## config.mk

```make
export PLATFORM = sky130hd
export DESIGN_NAME = ped_request_scheduler
export DESIGN_NICKNAME = d
export VERILOG_FILES = /design/src/rtl/ped_sched_pkg.sv /design/src/rtl/ped_request_scheduler_press_latch.sv /design/src/rtl/ped_request_scheduler.sv
export SDC_FILE = /design/constraint.sdc
export NUM_CORES = 1
export LEC_CHECK = 0
export ABC_AREA = 1
export BUFFER_PORTS_ARGS = -buffer_cell sky130_fd_sc_hd__clkbuf_2
export CAP_MARGIN = 10
export CORE_MARGIN = 5
export CORE_UTILIZATION = 25
export DETAILED_ROUTE_END_ITERATION = 16
export SLEW_MARGIN = 25
export SYNTH_ARGS = -nofsm -noshare
export SYNTH_HDL_FRONTEND = slang
export SYNTH_SLANG_ARGS = --single-unit
```

## constraint.sdc

```tcl
create_clock -name clk_1Hz -period 1.8 [get_ports clk_1Hz]
set_input_delay 0.09 -clock clk_1Hz [delete_from_list [all_inputs] [get_ports clk_1Hz]]
set_output_delay 0.09 -clock clk_1Hz [all_outputs]
set_load 0.02 [all_outputs]
```

## src/rtl/ped_sched_pkg.sv

```systemverilog
// Shared types and defaults for the pedestrian request scheduler.
package ped_sched_pkg;

    typedef enum logic [1:0] {
        HOLDOFF = 2'd0,
        IDLE    = 2'd1,
        REQUEST = 2'd2,
        WALK    = 2'd3
    } state_t;

    typedef enum logic {
        SIDE_A = 1'b0,
        SIDE_B = 1'b1
    } side_t;

    localparam int DEF_MIN_GAP     = 8;
    localparam int DEF_REQ_TIMEOUT = 16;

    function automatic logic [7:0] sat_inc(input logic [7:0] v);
        return (v == 8'hFF) ? v : v + 8'd1;
    endfunction

endpackage

```

## src/rtl/ped_request_scheduler_press_latch.sv

```systemverilog
// Per-crosswalk button edge detector and pending flag; clear beats a same-cycle press.
module press_latch (
    input  logic clk_1Hz,
    input  logic reset,
    input  logic btn,
    input  logic block,
    input  logic clear,
    output logic pending
);

    logic btn_prev;

    always_ff @(posedge clk_1Hz) begin
        if (reset) begin
            btn_prev <= 1'b0;
            pending  <= 1'b0;
        end else begin
            btn_prev <= btn;
            if (clear)
                pending <= 1'b0;
            else if (btn && !btn_prev && !block)
                pending <= 1'b1;
        end
    end

endmodule

```

## src/rtl/ped_request_scheduler.sv

```systemverilog
// Arbitrates two crosswalk buttons into walk requests for the light controller,
// with a post-walk car gap, request timeout and emergency preemption.
module ped_request_scheduler
    import ped_sched_pkg::*;
#(
    parameter int MIN_GAP     = DEF_MIN_GAP,
    parameter int REQ_TIMEOUT = DEF_REQ_TIMEOUT
) (
    input  logic clk_1Hz,
    input  logic reset,
    input  logic btn_a,
    input  logic btn_b,
    input  logic emergency,
    input  logic ped_green,
    output logic request,
    output logic wait_a,
    output logic wait_b,
    output logic walk_a,
    output logic walk_b,
    output logic served_a,
    output logic served_b,
    output logic timeout
);

    localparam logic [7:0] GAP_END = 8'(MIN_GAP - 1);
    localparam logic [7:0] TO_END  = 8'(REQ_TIMEOUT - 1);

    state_t     state;
    side_t      grant;
    side_t      last_served;
    side_t      next_grant;
    logic [7:0] gap_cnt;
    logic [7:0] wait_cnt;
    logic       pending_a;
    logic       pending_b;
    logic       walk_exit;

    assign walk_exit = (state == WALK) && !ped_green;

    // The granted side ignores its own button for the whole walk phase.
    press_latch u_latch_a (
        .clk_1Hz (clk_1Hz),
        .reset   (reset),
        .btn     (btn_a),
        .block   ((state == WALK) && (grant == SIDE_A)),
        .clear   (walk_exit && (grant == SIDE_A)),
        .pending (pending_a)
    );

    press_latch u_latch_b (
        .clk_1Hz (clk_1Hz),
        .reset   (reset),
        .btn     (btn_b),
        .block   ((state == WALK) && (grant == SIDE_B)),
        .clear   (walk_exit && (grant == SIDE_B)),
        .pending (pending_b)
    );

    assign wait_a = pending_a;
    assign wait_b = pending_b;

    always_comb begin
        next_grant = pending_a ? SIDE_A : SIDE_B;
        if (pending_a && pending_b)
            next_grant = (last_served == SIDE_B) ? SIDE_A : SIDE_B;
    end

    always_ff @(posedge clk_1Hz) begin
        if (reset) begin
            state       <= HOLDOFF;
            grant       <= SIDE_A;
            last_served <= SIDE_B;
            gap_cnt     <= 8'd0;
            wait_cnt    <= 8'd0;
            request     <= 1'b0;
            walk_a      <= 1'b0;
            walk_b      <= 1'b0;
            served_a    <= 1'b0;
            served_b    <= 1'b0;
            timeout     <= 1'b0;
        end else begin
            served_a <= 1'b0;
            served_b <= 1'b0;
            timeout  <= 1'b0;
            case (state)
                HOLDOFF: begin
                    request <= 1'b0;
                    if (gap_cnt == GAP_END)
                        state <= IDLE;
                    else
                        gap_cnt <= sat_inc(gap_cnt);
                end
                IDLE: begin
                    if ((pending_a || pending_b) && !emergency) begin
                        state    <= REQUEST;
                        grant    <= next_grant;
                        wait_cnt <= 8'd0;
                        request  <= 1'b1;
                    end
                end
                REQUEST: begin
                    if (emergency) begin
                        state   <= IDLE;
                        request <= 1'b0;
                    end else if (ped_green) begin
                        state  <= WALK;
                        walk_a <= (grant == SIDE_A);
                        walk_b <= (grant == SIDE_B);
                    end else if (wait_cnt == TO_END) begin
                        state   <= IDLE;
                        request <= 1'b0;
                        timeout <= 1'b1;
                    end else begin
                        wait_cnt <= sat_inc(wait_cnt);
                    end
                end
                WALK: begin
                    // Request stays up; the controller ends the walk by dropping green.
                    if (!ped_green) begin
                        state       <= HOLDOFF;
                        gap_cnt     <= 8'd0;
                        request     <= 1'b0;
                        walk_a      <= 1'b0;
                        walk_b      <= 1'b0;
                        served_a    <= (grant == SIDE_A);
                        served_b    <= (grant == SIDE_B);
                        last_served <= grant;
                    end
                end
                default: state <= HOLDOFF;
            endcase
        end
    end

endmodule
```

==> out/results.ini, run 1 <==
[clock_tree]
clk_pin_slew_ns=0.07
cts_root_buf=clkbuf_8
cts_setup_buffers=0
insertion_delay_ns=0.28
numCtsBuffers=5
cts_tree=done
htreeDepth=2
cts_sinks=30
clk_path_buf_depth=2

[route]
avgViaCountPerCell=4.69
wl_per_cell_um=10.8
detail_route.first_pass.iterations=4
route.antenna.remaining_nets=0
top_layer=met4
first_iter_violations=74
drt-total-wl_um=3810
wl_met1_um=1790
num_vias=1659
drcViolationCount=0
routed-wl-met2_um=1710
dr_wl_met3_um=223

[layout]
antenna_cells=0
drive_above_1_share_pct=14.1
final_area_um2=1960
area_growth_pct=18.5
fill_cells=686
nNetsFinal=285

[hold_path]
hold_depth=3
min_path_type=in -> reg

[worst_setup_path]
cp_max_fo=9
arrival_ns=1.76
critPathCaptureType=flip-flop
critical_path.most_common_cell=nor2_1
r2r_slack_ns=0.22
endpoint=wait_cnt[7]
critPathLaunchType=flip-flop
critPathMaxStageDelay_ns=0.42
path_cells=inv_1 -> nand2_1 -> nor2_1 -> a21oi_4 -> nand3_4 -> a21oi_1 -> nor2_1
worstSetupPathType=reg -> reg
reg2reg_depth=7
worstSetupStartpoint=state[0]
r2r_start=state[0]
timing.rr.end=wait_cnt[7]
cp_slowest_cell=dfxtp_1
worstPathRequired_ns=1.98

[sta]
timing.final.crit_period_ns=1.58
fin_hold_ws_ns=0.0136
skew_ns=0.00921
worst_slew_pin_slew_ns=0.336
hold_viol=0
grt_setup_unrepaired=no
tns_ns=0
fmax_ghz=0.634
period_share_pct=87.6
drv_slew=0
finalSetupViolCount=0
relSlewSlack_pct=77.4

[die]
die_h_um=91.4
design.core.area_um2=6390
fp-row-count=29
initial_utilization_pct=26.0
die_area_um2=8360
fp.dieW_um=91.4
io_pins=14

[global_route]
grt_usage_pct=9.57
grt_overflow=0
antenna_found_initial=0
grt_pass1_wl_um=6660
grt_pass1_vias=1491
grt_start_max_net_pins=14

[logic_synthesis]
yosysWarningCount=0
ys_ff_latch=30
syn-instance-count=253
synth_cell_type_count=27
synth.avg_cell_area_um2=6.55
synth_fp_nets=262
synth_seq_area_share_pct=36.2
syn_area_um2=1660

[power]
leakage_nw=0.875
power.density_nw_per_um2=1240
p_total_mw=2.44
ir_worst_vdd_mv=0.634

[placed_design]
placed_cell_area_um2=1840
place_congestion=0.867
dp_hpwl_um=2900
place.port_buffers=13

[outcome]
status=completed

[run]
maxCapViolations=0

layout make-up:
class | instances | area [um^2] | share of cell area [%]
Multi-Input combinational cell | 188 | 928 | 47.3
Sequential cell | 30 | 601 | 30.6
Inverter | 32 | 120 | 6.11
Timing Repair Buffer | 19 | 110 | 5.61
Tap cell | 77 | 96.3 | 4.90
Clock buffer | 5 | 68.8 | 3.50
Clock inverter | 3 | 40.0 | 2.04
report_power, final:
part	internal [mW]	leakage (nW)	switching, mW
clock network	0.407	0.0579	0.269
registers	0.757	0.244	0.0968
logic	0.303	0.573	0.609
logic make-up (layout without fill, tap and decap cells):
| kind of cell | after synthesis | after routing | share of synthesized area, % |
|---|---|---|---|
| xor gates and xnor gates | 2 | 2 | 1.06 |
| adders and majority gates | 3 | 3 | 2.26 |
| and+or+nand+nor | 147 | 147 | 40.0 |
| DFF | 30 | 30 | 36.2 |
| buffers and inverters | 35 | 59 | 8.60 |
| AOI/OAI and AO/OA | 36 | 36 | 11.8 |
per-stage QoR:
| step | utilization [%] | setup slack (ns) | std cells |
|---|---|---|---|
| 6_report | 30.8 | 0.224 | 354 |
| 5_1_grt | 30.8 | 0.0130 | 354 |
| 4_1_cts | 30.5 | 0.153 | 354 |
| 3_5_place_dp | 28.8 | 0.167 | 346 |
| 3_3_place_gp | 28.8 | 0.228 | 346 |
| 2_1_floorplan | - | 0.353 | 253 |
layout by cell type (no fill, tap or decap), types with 2 or more instances in the layout:
| cell | count |
|---|---|
| nand2_1 | 57 |
| nor2_1 | 46 |
| inv_1 | 31 |
| dfxtp_1 | 30 |
| a21oi_1 | 20 |
| nand3_1 | 17 |
| clkbuf_2 | 13 |
| o21ai_0 | 10 |
| nand4_1 | 9 |
| buf_4 | 6 |
| nor3_1 | 5 |
| clkbuf_8 | 5 |
| nor2_2 | 3 |
| o21ai_1 | 3 |
| ha_1 | 3 |
| nand3_2 | 2 |
| nor3b_1 | 2 |
| clkinv_2 | 2 |
worst min path at each step:
| stage | from | to | slack, ns |
|---|---|---|---|
| after floorplan | emergency | timeout | 0.17 |
| after global placement | btn_b | u_latch_b.btn_prev | 0.30 |
| after detailed placement | btn_b | u_latch_b.btn_prev | 0.31 |
| after CTS | btn_b | u_latch_b.btn_prev | 0.008 |
| after global routing | btn_b | u_latch_b.btn_prev | 0.04 |
| final | btn_b | u_latch_b.btn_prev | 0.01 |
synth_stat cells:
master | count | area (um^2)
a211oi_1 | 1 | 7.51
a21oi_1 | 20 | 100
a21oi_4 | 1 | 16.3
buf_2 | 1 | 5.00
clkbuf_1 | 1 | 3.75
clkbuf_8 | 1 | 13.8
dfxtp_1 | 30 | 601
ha_1 | 3 | 37.5
inv_1 | 31 | 116
inv_2 | 1 | 3.75
nand2_1 | 58 | 218
nand3_1 | 17 | 85.1
nand3_2 | 2 | 20.0
nand3_4 | 1 | 17.5
nand4_1 | 9 | 56.3
nand4_2 | 2 | 25.0
nor2_1 | 47 | 176
nor2_2 | 2 | 12.5
nor3_1 | 5 | 25.0
nor3b_1 | 2 | 15.0
nor4_1 | 1 | 6.26
o21a_1 | 1 | 7.51
o21ai_0 | 11 | 55.1
o21ai_1 | 2 | 10.0
or2_2 | 1 | 6.26
xnor2_1 | 1 | 8.76
xor2_1 | 1 | 8.76
flip-flops by register name, summed over array words and instances, names as in the netlist:
name	count
wait_cnt	8
state	2
u_latch_a.pending	1
served_a	1
request	1
walk_b	1
u_latch_a.btn_prev	1
walk_a	1
gap_cnt	8
served_b	1
grant	1
u_latch_b.pending	1
last_served	1
u_latch_b.btn_prev	1
timeout	1
per-layer routing:
layer | track usage (%) | vias up
met5 | 0 | -
met4 | 3.91 | 0
met3 | 3.06 | 10
met2 | 14.6 | 36
met1 | 12.4 | 743
li1 | - | 870
worst max-delay path, delay by kind of cell, from the launching register on:
kind | cells | cell delay (ns)
buffers and inverters | 1 | 0.10
AND/OR/NAND/NOR | 4 | 0.54
AO/OA/AOI/OAI | 2 | 0.41
flip-flops | 1 | 0.42
timing repair:
| action | in CTS | in global routing |
|---|---|---|
| hold buffers | 0 | 0 |
| hold endpoints to repair | 0 | 0 |
| setup endpoints to repair | 0 | 6 |
| gates resized for setup | 0 | 4 |
Power figures use the tool's default switching activity.
==> inputs of run 2 (changes only) <==
- ABC_AREA: 1 -> 0
- TNS_END_PERCENT: default -> 5
==> out/results.ini, run 2 <==
[outcome]
status=completed

[die]
io_pins=14  ; unchanged
fp-row-count=28  ; -3.4%
die_h_um=89.1  ; -2.6%
fp.dieW_um=89.1  ; -2.6%
design.core.area_um2=5990  ; -6.2%
die_area_um2=7940  ; -5.1%
initial_utilization_pct=26.1  ; +0.15 points

[placed_design]
place_congestion=0.819  ; -5.5%
placed_cell_area_um2=1860  ; +1.2%
dp_hpwl_um=2860  ; -1.4%
place.port_buffers=13  ; unchanged

[clock_tree]
clk_path_buf_depth=2  ; unchanged
htreeDepth=2  ; unchanged
cts_tree=done
clk_pin_slew_ns=0.07  ; about the same
insertion_delay_ns=0.29  ; about the same
numCtsBuffers=5  ; unchanged
cts_setup_buffers=0  ; unchanged
cts_root_buf=clkbuf_8
cts_sinks=30  ; unchanged

[worst_setup_path]
cp_slowest_cell=a2111o_1
arrival_ns=1.95  ; +0.19 ns
path_cells=or2_2 -> a41o_2 -> a2111o_1 -> a221oi_1
critPathMaxStageDelay_ns=0.42  ; about the same
worstPathRequired_ns=1.99  ; about the same
critPathLaunchType=flip-flop
worstSetupPathType=reg -> reg
cp_max_fo=9  ; unchanged
critPathCaptureType=flip-flop

[power]
p_seq_share_pct=41.7  ; +6.7 points
combPwrFrac_pct=6.7  ; -31 points
leakage_nw=0.765  ; -13%
p_total_mw=1.66  ; -32%
power.share.switching_pct=20.4  ; -20 points
p_switching_mw=0.338  ; -65%
power.internal_mw=1.32  ; -10%
ir_worst_vdd_mv=0.345  ; -46%
power.density_nw_per_um2=805  ; -35%
clockPowerShare_pct=51.6  ; +24 points

[logic_synthesis]
syn_area_um2=1560  ; -5.7%
synth_fp_nets=195  ; -26%
synth.most_common_cell=dfxtp_1
yosysWarningCount=0  ; unchanged
ys.flop_type=dfxtp_1
syn-instance-count=186  ; -26%
synth_common_cells=dfxtp_1 (30), nand2_1 (12), nor2_1 (12)
ys_ff_latch=30  ; unchanged
synth_seq_area_share_pct=38.4  ; +2.2 points
synth.area.top_cells=dfxtp_1 (38%), nand3_1 (3.5%), a21oi_1 (3.2%)
synth_edf_count=0  ; unchanged
synth_top_area_share_pct=38.4  ; +2.2 points
synth.avg_cell_area_um2=8.41  ; +28%
synthArstFlopShare_pct=0  ; unchanged
synth_top_area_cell=dfxtp_1
synth_cell_type_count=44  ; +63%

[hold_path]
min_path_type=in -> reg

[run]
maxCapViolations=0  ; unchanged

[layout]
nNetsFinal=230  ; -19%
antenna_cells=0  ; unchanged
final_common_cell=dfxtp_1
final_area_um2=2060  ; +4.8%
final_core_util_pct=34.4  ; +3.6 points
drive_above_1_share_pct=28.4  ; +14 points
area_growth_pct=31.7
layout_common_cells=dfxtp_1 (27), buf_4 (24), clkbuf_2 (13)
reg_top3=gap_cnt (8), wait_cnt (8), state (2)

[sta]
hold_viol=0  ; unchanged
timing.final.crit_period_ns=1.75  ; +0.178 ns
fmax_ghz=0.570  ; -10%
period_share_pct=97.5  ; +9.9 points
tns_ns=0  ; unchanged
relSlewSlack_pct=66.3  ; -11 points
grt_setup_unrepaired=yes
finalSetupViolCount=0  ; unchanged
drv_slew=0  ; unchanged
skew_ns=0.00817  ; -0.00104 ns
worst_slew_pin_slew_ns=0.502  ; +0.166 ns

[route]
detail_route.first_pass.iterations=4  ; unchanged
first_iter_violations=79  ; +6.8%
drt-total-wl_um=3880  ; +2.0%
drcViolationCount=0  ; unchanged
route.antenna.remaining_nets=0  ; unchanged
wl_per_cell_um=13.1  ; +22%
num_vias=1518  ; -8.5%
avgViaCountPerCell=5.11  ; +9.1%

[global_route]
grt_pass1_wl_um=6700  ; +0.62%
grt_usage_pct=10.9  ; +1.3 points
grt_start_max_net_pins=17  ; +3
antenna_found_initial=0  ; unchanged
grt_pass1_vias=1471  ; -1.3%
grt_overflow=0  ; unchanged

-- run 2: power groups by stage --
stage	sequential (mW)	combinational (mW)	clock [mW]
final	0.692	0.111	0.855
after floorplan	0.711	0.0575	0
after global routing	0.693	0.124	0.909
after detailed placement	0.706	0.109	0
after global placement	0.705	0.107	0
after CTS	0.691	0.110	0.875
-- run 2: routing by layer --
layer  GRT usage, %  wire [um]
met3           3.87        169
met1           13.8       1930
met2           16.7       1710
met5              0          0
met4           4.33         67
-- run 2: cell families after synthesis --
| kind of cell | after synthesis | synth area share [%] |
|---|---|---|
| AO/OA/AOI/OAI | 55 | 26.4 |
| buffers and inverters | 19 | 5.12 |
| multiplexers | 3 | 2.00 |
| flip-flops | 30 | 38.4 |
| AND/OR/NAND/NOR | 76 | 25.7 |
| adder cells (fa/ha/maj) | 3 | 2.40 |
-- run 2: path summary, 6_finish.rpt --
kind	startpoint	end	slack [ns]	depth (start not counted)
setup / recovery	state[0]	gap_cnt[6]	0.05	4
hold / removal	btn_b	u_latch_b.btn_prev	0.02	2
setup reg to reg	state[0]	gap_cnt[6]	0.05	4
hold reg to reg	last_served	last_served	0.48	2
-- run 2: timing repair --
action | in CTS | in global routing
hold buffers | 0 | 0
gates resized for setup | 5 | 8
endpoints found under the setup margin | 5 | 14
hold endpoints to repair | 0 | 0
pin swaps | 1 | 1
-- run 2: through the flow --
stage / hold slack [ns] / instances / worst slack [ns]
floorplan: 0.218 / 186 / -0.0353
global placement: 0.314 / 289 / -0.000702
detailed placement: 0.321 / 289 / -0.0343
CTS: 0.0189 / 297 / 0.0248
global route: 0.0297 / 297 / -0.0305
finish: 0.0230 / 297 / 0.0456
-- run 2: cell type report --
class	instances	area, um^2
inverter	10	37.5
multi-input combinational	137	936
sequential	30	604
timing repair buffer	37	245
clock inverter	2	60.1
tap	75	93.8
fill	612	3930
clock buffer	6	82.6
-- run 2: worst max-delay path, delay by kind of cell, from the launching register on --
kind             cells  cell delay, ns
AO/OA/AOI/OAI        3            1.00
AND/OR/NAND/NOR      1            0.32
flip-flops           1            0.34
